==> config.mk <==
export PLATFORM = sky130hd
export DESIGN_NAME = fu_cdb_arbiter
export DESIGN_NICKNAME = d
export VERILOG_FILES = /design/src/rtl/fu_cdb_arbiter.sv
export SDC_FILE = /design/constraint.sdc
export NUM_CORES = 1
export LEC_CHECK = 0
export ABC_AREA = 1
export CAP_MARGIN = 20
export CORE_AREA = 3 3 170 172
export DETAILED_ROUTE_END_ITERATION = 10
export DIE_AREA = 0 0 173 175
export PLACE_DENSITY = 0.71
export SYNTH_ARGS = -nofsm -noshare
export SYNTH_HDL_FRONTEND = slang
export SYNTH_SLANG_ARGS = --single-unit
==> constraint.sdc <==
create_clock -name clock -period 6.9 [get_ports clock]
set_input_delay 1.38 -clock clock [delete_from_list [all_inputs] [get_ports clock]]
set_output_delay 1.38 -clock clock [all_outputs]
set_load 0.02 [all_outputs]
==> src/rtl/fu_cdb_arbiter.sv <==
// Functional-unit result buffers feeding a single common data bus.
// One buffer entry per FU, round-robin grant, valid/ready handshake on both sides.
module fu_cdb_arbiter #(
    parameter int NUM_FU = 6,
    parameter int DATA_W = 32,
    parameter int TAG_W  = 6
) (
    input  logic                           clock,
    input  logic                           reset,
    input  logic                           flush,
    input  logic [NUM_FU-1:0]              fu_valid,
    input  logic [NUM_FU-1:0][TAG_W-1:0]   fu_tag,
    input  logic [NUM_FU-1:0][DATA_W-1:0]  fu_value,
    output logic [NUM_FU-1:0]              fu_ready,
    input  logic                           cdb_ready,
    output logic                           cdb_valid,
    output logic [TAG_W-1:0]               cdb_tag,
    output logic [DATA_W-1:0]              cdb_value,
    output logic [2:0]                     cdb_fu_idx,
    output logic [NUM_FU-1:0]              rs_free,
    output logic [2:0]                     occupancy
);

    logic [NUM_FU-1:0]             buf_valid_q, buf_valid_d;
    logic [NUM_FU-1:0][TAG_W-1:0]  buf_tag_q,   buf_tag_d;
    logic [NUM_FU-1:0][DATA_W-1:0] buf_value_q, buf_value_d;
    logic [2:0]                    rr_ptr_q,    rr_ptr_d;

    logic [NUM_FU-1:0] grant_oh;
    logic [2:0]        grant_idx;
    logic              grant_found;
    logic              handshake;

    // Two passes: entries at or above rr_ptr first, then wrap to the low entries.
    always_comb begin
        grant_oh    = '0;
        grant_idx   = '0;
        grant_found = 1'b0;
        for (int unsigned i = 0; i < NUM_FU; i++) begin
            if (!grant_found && buf_valid_q[i] && (i >= 32'(rr_ptr_q))) begin
                grant_found = 1'b1;
                grant_oh[i] = 1'b1;
                grant_idx   = 3'(i);
            end
        end
        for (int unsigned i = 0; i < NUM_FU; i++) begin
            if (!grant_found && buf_valid_q[i]) begin
                grant_found = 1'b1;
                grant_oh[i] = 1'b1;
                grant_idx   = 3'(i);
            end
        end
    end

    assign cdb_valid = (|buf_valid_q) && !flush;
    // Reset suppresses the handshake so a squashed broadcast never frees a station.
    assign handshake = cdb_valid && cdb_ready && !reset;
    assign fu_ready  = ~buf_valid_q;
    assign rs_free   = handshake ? grant_oh : '0;

    always_comb begin
        cdb_tag    = '0;
        cdb_value  = '0;
        cdb_fu_idx = '0;
        if (cdb_valid) begin
            cdb_fu_idx = grant_idx;
            for (int unsigned i = 0; i < NUM_FU; i++) begin
                if (grant_oh[i]) begin
                    cdb_tag   = buf_tag_q[i];
                    cdb_value = buf_value_q[i];
                end
            end
        end
    end

    always_comb begin
        occupancy = '0;
        for (int unsigned i = 0; i < NUM_FU; i++) begin
            occupancy = occupancy + 3'(buf_valid_q[i]);
        end
    end

    // Loads only target empty entries and the handshake only clears a full one,
    // so the two updates never touch the same entry in one cycle.
    always_comb begin
        buf_valid_d = buf_valid_q;
        buf_tag_d   = buf_tag_q;
        buf_value_d = buf_value_q;
        rr_ptr_d    = rr_ptr_q;
        if (flush) begin
            buf_valid_d = '0;
            rr_ptr_d    = '0;
        end else begin
            if (handshake) begin
                buf_valid_d = buf_valid_d & ~grant_oh;
                rr_ptr_d    = (grant_idx == 3'(NUM_FU - 1)) ? 3'd0 : grant_idx + 3'd1;
            end
            for (int unsigned i = 0; i < NUM_FU; i++) begin
                if (fu_valid[i] && !buf_valid_q[i]) begin
                    buf_valid_d[i] = 1'b1;
                    buf_tag_d[i]   = fu_tag[i];
                    buf_value_d[i] = fu_value[i];
                end
            end
        end
    end

    always_ff @(posedge clock) begin
        if (reset) begin
            buf_valid_q <= '0;
            buf_tag_q   <= '0;
            buf_value_q <= '0;
            rr_ptr_q    <= '0;
        end else begin
            buf_valid_q <= buf_valid_d;
            buf_tag_q   <= buf_tag_d;
            buf_value_q <= buf_value_d;
            rr_ptr_q    <= rr_ptr_d;
        end
    end

endmodule

==> impl_metrics.tcl <==
set metrics [dict create \
    status "finished, final reports clean" \
    hold_start "buf_value_q[187]" \
    overflow 0 \
    regToRegEndpoint "rr_ptr_q[1]" \
    cts_tree "yes" \
    min_to "buf_value_q[187]" \
    hold_buffers 0 \
    leakagePower_nw 5.98 \
    finClkSkew_ps 19.0 \
    grt_start_max_net_pins 125 \
    numCtsBuffers 26 \
    power_w 0.00353 \
    diodes 0 \
    slowest_delay_ps 750 \
    path_buf_inv 4 \
    root_buffer "clkbuf_16" \
    holdCritPathClass "reg -> reg" \
    setup_viol 0 \
    grt_pass1_wl_um 54700 \
    r2r-start "buf_valid_q[2]" \
    slowest_stage "inv_1" \
    maxCapViolCount 0 \
    synth_flop_cell "dfxtp_1" \
    arrival_ps 3770 \
    synth_edf_count 0 \
    power_density_nw_per_um2 237 \
    crit_top_cell "clkdlybuf4s50_1" \
    port_buffers 294 \
    whs_ps 442 \
    synth_seq_cells 237 \
    routed_wl_um 35300 \
    die_w_um 173 \
    fin_crit_sh_pct 74.7 \
    avgSynthCellArea_um2 6.71 \
    htree_levels 1 \
    ys_types 27 \
    cts_max_path_buffers 3 \
    path_delay_family "buffers and inverters" \
    via_count 11000 \
    core_um2 27600 \
    post_cts_buffers 0 \
    synthCells 1624 \
    grt_pass1_vias 10300 \
    syn_area_um2 10900 \
    gp_congestion 0.861 \
    area_growth_pct 36.7 \
    yosysWarningCount 0 \
    ant_nets 0 \
    worst_slew_pin_slew_ps 1050 \
    grt.total_usage_pct 22.1 \
    rsz0062_at_grt "false" \
    die_h_um 175 \
    dpl.hpwl_um 24900 \
    fin_crit_ps 5150 \
    maxSlewHeadroom_pct 30.2 \
    r2r_cells 10 \
    async_reset_ff_share_pct 0 \
    ir_drop_mv 0.169 \
    rows 61 \
    fin_nets 2093 \
    rrSetupSlack_ps 4380 \
    synth_top_cell_area_share_pct 43.5 \
    worstPathMaxFanout 40 \
    cts.sinks 237 \
    postSynthNetCount 1867 \
    fin_tns_setup_ps 0 \
    avgRoutedWirePerCell_um 15.7 \
    drv_slew 0 \
    cts_resized 0 \
    synthTopCellsByArea "dfxtp_1 44%, nand2_1 13%, a21oi_1 11%" \
    cp-end-kind "output port" \
    ys_seq_area_share_pct 43.5 \
    min_path_cells 2 \
    start_util_pct 39.4 \
    synth_area_leader_cell "dfxtp_1" \
    start_kind "primary input" \
    drive_gt1_share_pct 4.39 \
    antenna_found_initial 2 \
    drc 0 \
    cp.required_ps 5520 \
    viasPerCell 4.90 \
    die_area_um2 30300 \
    drtIter0Drc 762 \
    max_freq_ghz 0.194 \
    cp_cell_sequence "clkdlybuf4s50_1 -> clkinv_1 -> nand2_1 -> inv_1 -> o21ai_0 -> nor2_1 -> clkdlybuf4s50_1" \
    crit_type "in -> out" \
    dr.pass1.iters 5 \
    path_clk_slew_ps 60 \
    hold_viol_final 0 \
    clk_latency_ps 530 \
    io-pin-count 295 \
]
[synthesized netlist by cell type (5+ instances only)]
master,number
nand4_1,6
buf_6,5
o21ai_0,234
dfxtp_1,237
clkbuf_1,84
nand2_1,369
inv_1,216
nor2_1,96
buf_4,5
buf_2,16
nand3_1,89
a21oi_1,238
[area by class of cell]
cell class                 count  area, µm²
inverter                     222        836
timing repair buffer         311       3110
sequential                   237       4740
clock inverter                 9        113
tap                          378        473
clock buffer                  36        768
fill                        2745      12700
multi-input combinational   1052       4860
[stage by stage]
| stage | util, % | cells | cell area [µm²] | setup WS (ps) |
|---|---|---|---|---|
| floorplan | - | 1624 | 10900 | 3040 |
| global placement | 50.5 | 2197 | 14000 | 1910 |
| detailed placement | 50.5 | 2197 | 14000 | 1770 |
| CTS | 53.7 | 2242 | 14800 | 1600 |
| global route | 53.9 | 2245 | 14900 | 1430 |
| finish | 53.9 | 2245 | 14900 | 1750 |
[worst max path at each step]
stage | from | endpoint | cells past startpoint
global route | rr_ptr_q[2] | cdb_value[11] | 15
CTS | rr_ptr_q[2] | cdb_value[5] | 14
detailed placement | flush | cdb_value[5] | 7
global placement | flush | cdb_value[13] | 7
finish | flush | cdb_value[5] | 7
floorplan | flush | cdb_value[10] | 6
[flip-flops by register name, summed over array words and instances, names as in the netlist]
register / count
rr_ptr_q: 3
buf_valid_q: 6
buf_value_q: 192
buf_tag_q: 36
[logic make-up (layout without fill, tap and decap cells)]
logic type	after synthesis	count (layout)	share of synthesized area, %
and+or+nand+nor	572	572	21.6
adders and majority gates	5	5	0.781
DFF	237	237	43.5
buffers and inverters	335	578	12.2
AOI/OAI and AO/OA	475	475	21.8
[worst register-to-register path, cell delays in order, from the launching register on]
cell and delay (ps):
dfxtp_1 530, nand3_2 190, nand4_4 150, nor2_4 50, nand4_4 80, nor2_2 60
nor2_4 70, buf_4 400, inv_2 480, o21ai_0 300, a21oi_1 90
[routing by layer]
| metal | wire length (µm) | GRT usage (%) | up-vias | part of all wire (%) |
|---|---|---|---|---|
| met2 | 17300 | 39.3 | 362 | 49 |
| met5 | 19 | 0 | - | 0.054 |
| met4 | 940 | 5.71 | 4 | 2.7 |
| met3 | 2370 | 4.74 | 60 | 6.7 |
| met1 | 14600 | 27.3 | 4963 | 41 |
| li1 | - | - | 5618 | - |
[power breakdown]
part           switching (W)  total (W)  leakage [nW]  internal, W
sequential         0.0000428    0.00150          1.95      0.00146
combinational       0.000350   0.000623          3.59     0.000273
clock               0.000561    0.00141         0.435     0.000849
[placed cells by master, fill, tap and decap left out, types with 8 or more instances in the layout]
cell               n
nand2_1          369
clkdlybuf4s50_1  293
a21oi_1          238
dfxtp_1          237
o21ai_0          234
inv_1            216
nor2_1            95
nand3_1           84
clkbuf_16         26
buf_4             14
clkbuf_8           8
(Power assumes the default switching activity.)
